## config.mk

```make
export PLATFORM = sky130hd
export DESIGN_NAME = uart_tx_ctl
export DESIGN_NICKNAME = d
export VERILOG_FILES = /design/src/rtl/uart_tx_ctl.sv
export SDC_FILE = /design/constraint.sdc
export NUM_CORES = 1
export LEC_CHECK = 0
export ABC_AREA = 1
export BUFFER_PORTS_ARGS = -buffer_cell sky130_fd_sc_hd__buf_2
export CORE_UTILIZATION = 40
export DETAILED_ROUTE_END_ITERATION = 10
export PLACE_DENSITY_LB_ADDON = 0.25
export SLEW_MARGIN = 10
export SYNTH_ARGS = -nofsm -noshare
export SYNTH_HDL_FRONTEND = slang
export SYNTH_SLANG_ARGS = --single-unit
```

## constraint.sdc

```tcl
create_clock -name clk_tx -period 1.5 [get_ports clk_tx]
set_input_delay 0.225 -clock clk_tx [delete_from_list [all_inputs] [get_ports clk_tx]]
set_output_delay 0.225 -clock clk_tx [all_outputs]
set_load 0.01 [all_outputs]
```

## src/rtl/uart_tx_ctl.sv

```systemverilog
// UART transmitter: pops bytes from a show-ahead FIFO and sends start, 8 data bits LSB-first, optional parity, and 1 or 2 stop bits.
// Latency: a frame starts on the first baud_x16_en tick that sees a non-empty FIFO, and each bit lasts 16 ticks.
// Backpressure: the FIFO is popped only when the previous frame has finished, and back-to-back frames are sent with no idle gap.
module uart_tx_ctl #(
    parameter int PARITY_EN  = 0,
    parameter int PARITY_ODD = 0,
    parameter int STOP_BITS  = 1
) (
    input  logic       clk_tx,
    input  logic       rst_clk_tx_n,
    input  logic       baud_x16_en,
    input  logic       char_fifo_empty,
    input  logic [7:0] char_fifo_dout,
    output logic       char_fifo_rd_en,
    output logic       txd_tx,
    output logic       tx_busy
);

    typedef enum logic [2:0] {
        IDLE   = 3'd0,
        START  = 3'd1,
        DATA   = 3'd2,
        PARITY = 3'd3,
        STOP   = 3'd4
    } state_t;

    // The stop phase is timed by its own 5-bit counter so that two stop bits (32 ticks) fit in it.
    localparam logic [4:0] STOP_LAST = 5'(16 * STOP_BITS - 1);
    localparam logic       ODD_INV   = (PARITY_ODD != 0);
    localparam logic       HAS_PAR   = (PARITY_EN != 0);

    state_t     state, state_nxt;
    logic [3:0] os_cnt, os_cnt_nxt;
    logic [2:0] bit_cnt, bit_cnt_nxt;
    logic [4:0] stop_cnt, stop_cnt_nxt;
    logic [7:0] shift_reg, shift_nxt;
    logic       par_bit, par_nxt;
    logic       txd_nxt, busy_nxt, rd_nxt;
    logic       take_char;

    // Next-state logic. Output values are derived from the next state so that the output flops stay aligned with the state.
    always_comb begin
        state_nxt    = state;
        os_cnt_nxt   = os_cnt;
        bit_cnt_nxt  = bit_cnt;
        stop_cnt_nxt = stop_cnt;
        shift_nxt    = shift_reg;
        par_nxt      = par_bit;
        rd_nxt       = 1'b0;
        take_char    = 1'b0;
        txd_nxt      = 1'b1;
        busy_nxt     = 1'b0;

        case (state)
            IDLE: begin
                if (baud_x16_en && !char_fifo_empty) begin
                    take_char = 1'b1;
                end
            end
            START: begin
                if (baud_x16_en) begin
                    os_cnt_nxt = os_cnt + 4'd1;
                    if (os_cnt == 4'd15) begin
                        state_nxt = DATA;
                    end
                end
            end
            DATA: begin
                if (baud_x16_en) begin
                    os_cnt_nxt = os_cnt + 4'd1;
                    if (os_cnt == 4'd15) begin
                        shift_nxt   = {1'b0, shift_reg[7:1]};
                        bit_cnt_nxt = bit_cnt + 3'd1;
                        if (bit_cnt == 3'd7) begin
                            state_nxt = HAS_PAR ? PARITY : STOP;
                        end
                    end
                end
            end
            PARITY: begin
                if (baud_x16_en) begin
                    os_cnt_nxt = os_cnt + 4'd1;
                    if (os_cnt == 4'd15) begin
                        state_nxt = STOP;
                    end
                end
            end
            STOP: begin
                if (baud_x16_en) begin
                    stop_cnt_nxt = stop_cnt + 5'd1;
                    if (stop_cnt == STOP_LAST) begin
                        stop_cnt_nxt = 5'd0;
                        // Chain straight into the next frame when another byte is waiting.
                        if (!char_fifo_empty) begin
                            take_char = 1'b1;
                        end else begin
                            state_nxt = IDLE;
                        end
                    end
                end
            end
            default: begin
                state_nxt = IDLE;
            end
        endcase

        // Latch the head byte and its parity together, so that later changes on the FIFO bus cannot affect this frame.
        if (take_char) begin
            state_nxt   = START;
            os_cnt_nxt  = 4'd0;
            bit_cnt_nxt = 3'd0;
            shift_nxt   = char_fifo_dout;
            par_nxt     = (^char_fifo_dout) ^ ODD_INV;
            rd_nxt      = 1'b1;
        end

        case (state_nxt)
            START: begin
                txd_nxt  = 1'b0;
                busy_nxt = 1'b1;
            end
            DATA: begin
                txd_nxt  = shift_nxt[0];
                busy_nxt = 1'b1;
            end
            PARITY: begin
                txd_nxt  = par_nxt;
                busy_nxt = 1'b1;
            end
            STOP: begin
                txd_nxt  = 1'b1;
                busy_nxt = 1'b1;
            end
            default: begin
                txd_nxt  = 1'b1;
                busy_nxt = 1'b0;
            end
        endcase
    end

    // State, counters and the registered outputs. Reset forces the line high immediately and drops any frame in progress.
    always_ff @(posedge clk_tx or negedge rst_clk_tx_n) begin
        if (!rst_clk_tx_n) begin
            state           <= IDLE;
            os_cnt          <= 4'd0;
            bit_cnt         <= 3'd0;
            stop_cnt        <= 5'd0;
            shift_reg       <= 8'd0;
            par_bit         <= 1'b0;
            txd_tx          <= 1'b1;
            tx_busy         <= 1'b0;
            char_fifo_rd_en <= 1'b0;
        end else begin
            state           <= state_nxt;
            os_cnt          <= os_cnt_nxt;
            bit_cnt         <= bit_cnt_nxt;
            stop_cnt        <= stop_cnt_nxt;
            shift_reg       <= shift_nxt;
            par_bit         <= par_nxt;
            txd_tx          <= txd_nxt;
            tx_busy         <= busy_nxt;
            char_fifo_rd_en <= rd_nxt;
        end
    end

endmodule
```

### Yosys cells after proc, flatten, opt, wreduce, memory -nomap -nowiden

Cells that the tools add are included.

* register bits after elaboration: 27
* input port bits: 12
* output and inout port bits: 3
* word-level logic and storage cells: 70

* $add $sub $neg: 3
* eq/ne operators: 11
* muxes and demuxes: 33
* reduce and logical (&&, ||, !) cells: 13

Operator list (count)
* 2-to-1 mux 3 bit: 15
* 2-to-1 mux 8 bit: 4
* case mux 3 bit (5 select lines): 1
* == test 3 x 2 -> 1 bit, second input constant: 4
* 2-to-1 mux 4 bit: 3
* == test 3 bit, second input constant: 3
* nonzero test 2 bit: 4
* XOR reduction 8 bit: 1
* 2-to-1 mux 1 bit: 7
* == test 3 x 1 -> 1 bit, second input constant: 2
* adder 5 x 1 -> 5 bit, second input constant: 1
* == test 5 x 4 -> 1 bit, second input constant: 1
* 2-to-1 mux 5 bit: 1
* adder 4 x 1 -> 4 bit, second input constant: 1
* == test 4 bit, second input constant: 1
* AND reduction 2 bit: 2
* OR reduction 4 bit: 1
* adder 3 x 1 -> 3 bit, second input constant: 1
* zero test 3 bit: 1
* case mux 1 bit (3 select lines): 1
* AND reduction 3 bit: 1
* OR reduction 3 bit: 1
* case mux 1 bit (2 select lines): 1
* logical AND 1 bit: 1
* zero test 1 bit: 1

### Logic depth before layout (Yosys ltp)

* depth after elaboration: 9
* mapped depth: 10
* mapped depth without buffers: 10

### Worst setup path after synthesis

No wires, ideal clock.

* kind: register -> register
* from: register stop_cnt[1]
* to: register os_cnt[0]
* setup time: 116 ps
* arrival: 1306 ps
* data required time: 1384 ps
* slack: 78 ps
* stages on the path, launching flop included: 10
* buffers on the path: 0
* period minus slack after synthesis: 1422 ps
* cells stage by stage: dfrtp_1 > ha_1 > nand4_1 > nand2_1 > nand2_2 > inv_4 > o21ai_4 > inv_2 > nand2_1 > nand2_1

* longest elaborated chain between the ends: 6
* elaborated cells on any way between the ends: 8
* classes of those cells: 1 x eq/ne; 4 x mux; 3 x reduce/logical

Ends and longest elaborated chain
* start, declared: line 35 `logic [4:0] stop_cnt, stop_cnt_nxt;`
* start signal, assigned: line 157 `stop_cnt <= stop_cnt_nxt;`
* == test 5 x 4 -> 1 bit (*): line 91 `if (stop_cnt == STOP_LAST) begin`
* 2-to-1 mux 1 bit (*): line 91
* 2-to-1 mux 1 bit (*): line 89 `if (baud_x16_en) begin`
* case mux 1 bit (2 select lines) (*): line 54 `case (state)`
* nonzero test 2 bit (no line)
* AND reduction 2 bit (no line)
* end signal, assigned: line 155 `os_cnt <= os_cnt_nxt;`
* end, declared: line 33 `logic [3:0] os_cnt, os_cnt_nxt;`

Mark *: on every way between the ends. The rest lies on a longest branch, timed or not.
A chain may end at the register's enable or synchronous reset.

### Worst setup path after layout

* from: register stop_cnt[0]
* to: register os_cnt[3]

Same word-level chain as after synthesis.

==> impl_metrics.toml <==
[synthesis]
yosys_register_bits = 27
synth_top_flop_cell = "dfrtp_1"
synthMuxAreaShare_pct = 0
netlist_area_um2 = 1550
synth-adder-area-share_pct = 3.22
synth-seq-area-share_pct = 43.6
synth_xor_area_share_pct = 3.38
synth_area_leaders = "dfrtp_1, nand2_1, inv_1"
ys_top_cells_by_count = "nand2_1, inv_1, dfrtp_1, nand3_1, nor2_1"
synth_most_common_cell = "nand2_1"
synthSimpleGateAreaFrac_pct = 30.8
syn_inst = 199
synth_top_area_cell = "dfrtp_1"
yosysWarnings = 0
syn_avg_cell_area_um2 = 7.81
synth_top_family_by_area = "simple AND/OR/NAND/NOR gates"
ys_types = 30
synth_nets = 215
synth_compound_area_share_pct = 9.02
synth_edf_count = 0
synth_top_cell_area_share_pct = 41.9
async_flop_share_pct = 100

[critical_path]
reg2regPathDepth = 8
worstSetupEndpointType = "flip-flop"
cp_top_family = "flip-flops"
path_max_fanout = 6
cp_cell_sequence = "ha_2 -> nand4_1 -> nand2_1 -> nand2_4 -> inv_6 -> o21ai_4 -> inv_2 -> o21ai_1"
critPathBufInv = 2
critPathLaunchType = "flip-flop"
arrival_ps = 1620
rr_endpoint = "os_cnt[3]"
r2r-start = "stop_cnt[0]"
cp_slowest_cell = "dfrtp_1"
r2r_setup_slack_ps = 80
worstSetupPathType = "flip-flop to flip-flop"
slowest_delay_ps = 400
worstPathRequired_ps = 1700

[floorplanning]
die_h_um = 64.3
core_area_um2 = 3690
ioPinCount = 15
die_x_um = 64.3
start_util_pct = 42.1
rows = 22
die_area_um2 = 4140

[min_path]
hold_class = "primary input to flip-flop"
hold_depth = 3
hp-start = "char_fifo_dout[3]"
holdPathEnd = "shift_reg[3]"

[placement]
pre_cts_ws_ps = -12.9
globalplace.congestion = 0.780
portBuffers = 14
hpwl_um = 2220

[power]
total_power_mw = 2.22
powerDensity_nw_per_um2 = 1190
power_leakage_nw = 1.01
ir_drop_mv = 0.608

[routing]
viasPerCell = 4.69
num_vias = 1305
routed_wl_um = 2900
drt-initial-drc-count = 55
drc = 0
drt-pass1-iter-count = 4
drtAntennaViolNets = 0
wl_per_cell_um = 10.4

[timing]
rsz0062_at_grt = "yes"
worstMarginPinSlew_ps = 597
final_max_slew_viol_count = 0
finalSetupViolations = 0
min_period_over_period_pct = 94.6
fmax_ghz = 0.705
hold_viol_final = 0
layout_setup_ws_ps = 80.9
slew_headroom_pct = 60.2
fin_crit_ps = 1420
finalClockSkew_ps = 4.19

[global_routing]
grt_pass1_vias = 1194
grt_max_degree = 28
grt_overflow_total = 0
grt.total_usage_pct = 16.2
grt_antenna_before_repair = 0
grt_pass1_wl_um = 5290

[status]
status = "complete, no violations"

[clock_network]
h-tree-depth = 1
clock_sinks = 27
cts_tree = "done"
clkTransAtPathRegs_ps = 90
root_buffer = "clkbuf_8"
cts_made_buffers = 3
clockBufferDepth = 2
clock_latency_ps = 270

[flow_run]
cap_violations = 0

[cells_and_area]
largest_reg_flops = 8
area_delta_synth_final_pct = 20.0
n_antenna_cell = 0
nets = 247
nFillCells = 367
layout-drive-gt1-share_pct = 22.6
-- tightest hold or removal path, cell delays in order --
cell and delay (ps):
buf_2 130, nand2_1 60, nand3_1 70
-- report_power, final --
| group | total [mW] | internal [mW] | switching, mW |
|---|---|---|---|
| registers | 1.07 | 0.944 | 0.124 |
| clock network | 0.413 | 0.186 | 0.226 |
| logic | 0.744 | 0.330 | 0.414 |
-- placed cells by master, fill, tap and decap left out, types with 4 or more instances in the layout --
cell type | Yosys | layout
nand2_1 | 67 | 65
inv_1 | 28 | 27
dfrtp_1 | 26 | 26
nand3_1 | 16 | 16
buf_4 | 1 | 15
buf_2 | 0 | 14
nor2_1 | 11 | 11
nand4_1 | 6 | 6
inv_2 | 3 | 4
o21ai_0 | 4 | 4
o221ai_1 | 4 | 4
o21ai_1 | 4 | 4
-- worst max-delay path by stage --
| stage | endpoint | start | depth (start not counted) | slack (ps) |
|---|---|---|---|---|
| floorplan | os_cnt[0] | stop_cnt[1] | 9 | 80 |
| global placement | os_cnt[0] | stop_cnt[0] | 9 | 40 |
| detailed placement | os_cnt[0] | stop_cnt[0] | 9 | -10 |
| CTS | os_cnt[0] | stop_cnt[0] | 9 | 60 |
| global route | os_cnt[0] | stop_cnt[0] | 9 | -20 |
| finish | os_cnt[3] | stop_cnt[0] | 8 | 80 |
-- stage by stage --
step | TNS [ps] | util [%] | hold WS [ps] | cell area [um^2] | cells
final | 0 | 50.5 | 250 | 1860 | 278
after global routing | -69.3 | 50.5 | 279 | 1860 | 278
after CTS | 0 | 49.9 | 246 | 1840 | 278
after detailed placement | -12.9 | 48.1 | 275 | 1780 | 272
after global placement | 0 | 48.1 | 269 | 1780 | 272
after floorplan | 0 | - | -70.6 | 1550 | 199
-- cell type report --
| cell class | instances | area (um^2) | share of cell area (%) |
|---|---|---|---|
| inverter | 32 | 125 | 6.71 |
| sequential | 27 | 677 | 36.3 |
| clock buffer | 3 | 41.3 | 2.21 |
| timing repair buffer | 31 | 213 | 11.4 |
| multi-input combinational | 136 | 743 | 39.9 |
| clock inverter | 1 | 5.00 | 0.268 |
| tap | 48 | 60.1 | 3.22 |
-- metal layers --
layer	vias to the layer above	track usage, %	part of all wire (%)
met2	17	25.1	44
met1	591	22.6	53
li1	693	-	-
met4	0	4.17	1.1
met5	-	0	0
met3	4	3.75	2.5
-- logic make-up (layout without fill, tap and decap cells) --
family	count (synthesis)	after routing
flops	27	27
xor+xnor	6	6
compound gates	19	19
simple gates	107	107
buf+inv	36	67
fa+ha+maj	4	4
-- repair_timing --
item                                    4_1_cts  5_1_grt
pin swaps                                     1        6
gates resized for setup                       0        8
cloned                                        0        0
setup buffers                                 1        0
hold endpoints to repair                     26        0
endpoints found under the setup margin        3       11
hold buffers                                  1        0
Note: power is estimated with default switching activity, not from simulation.
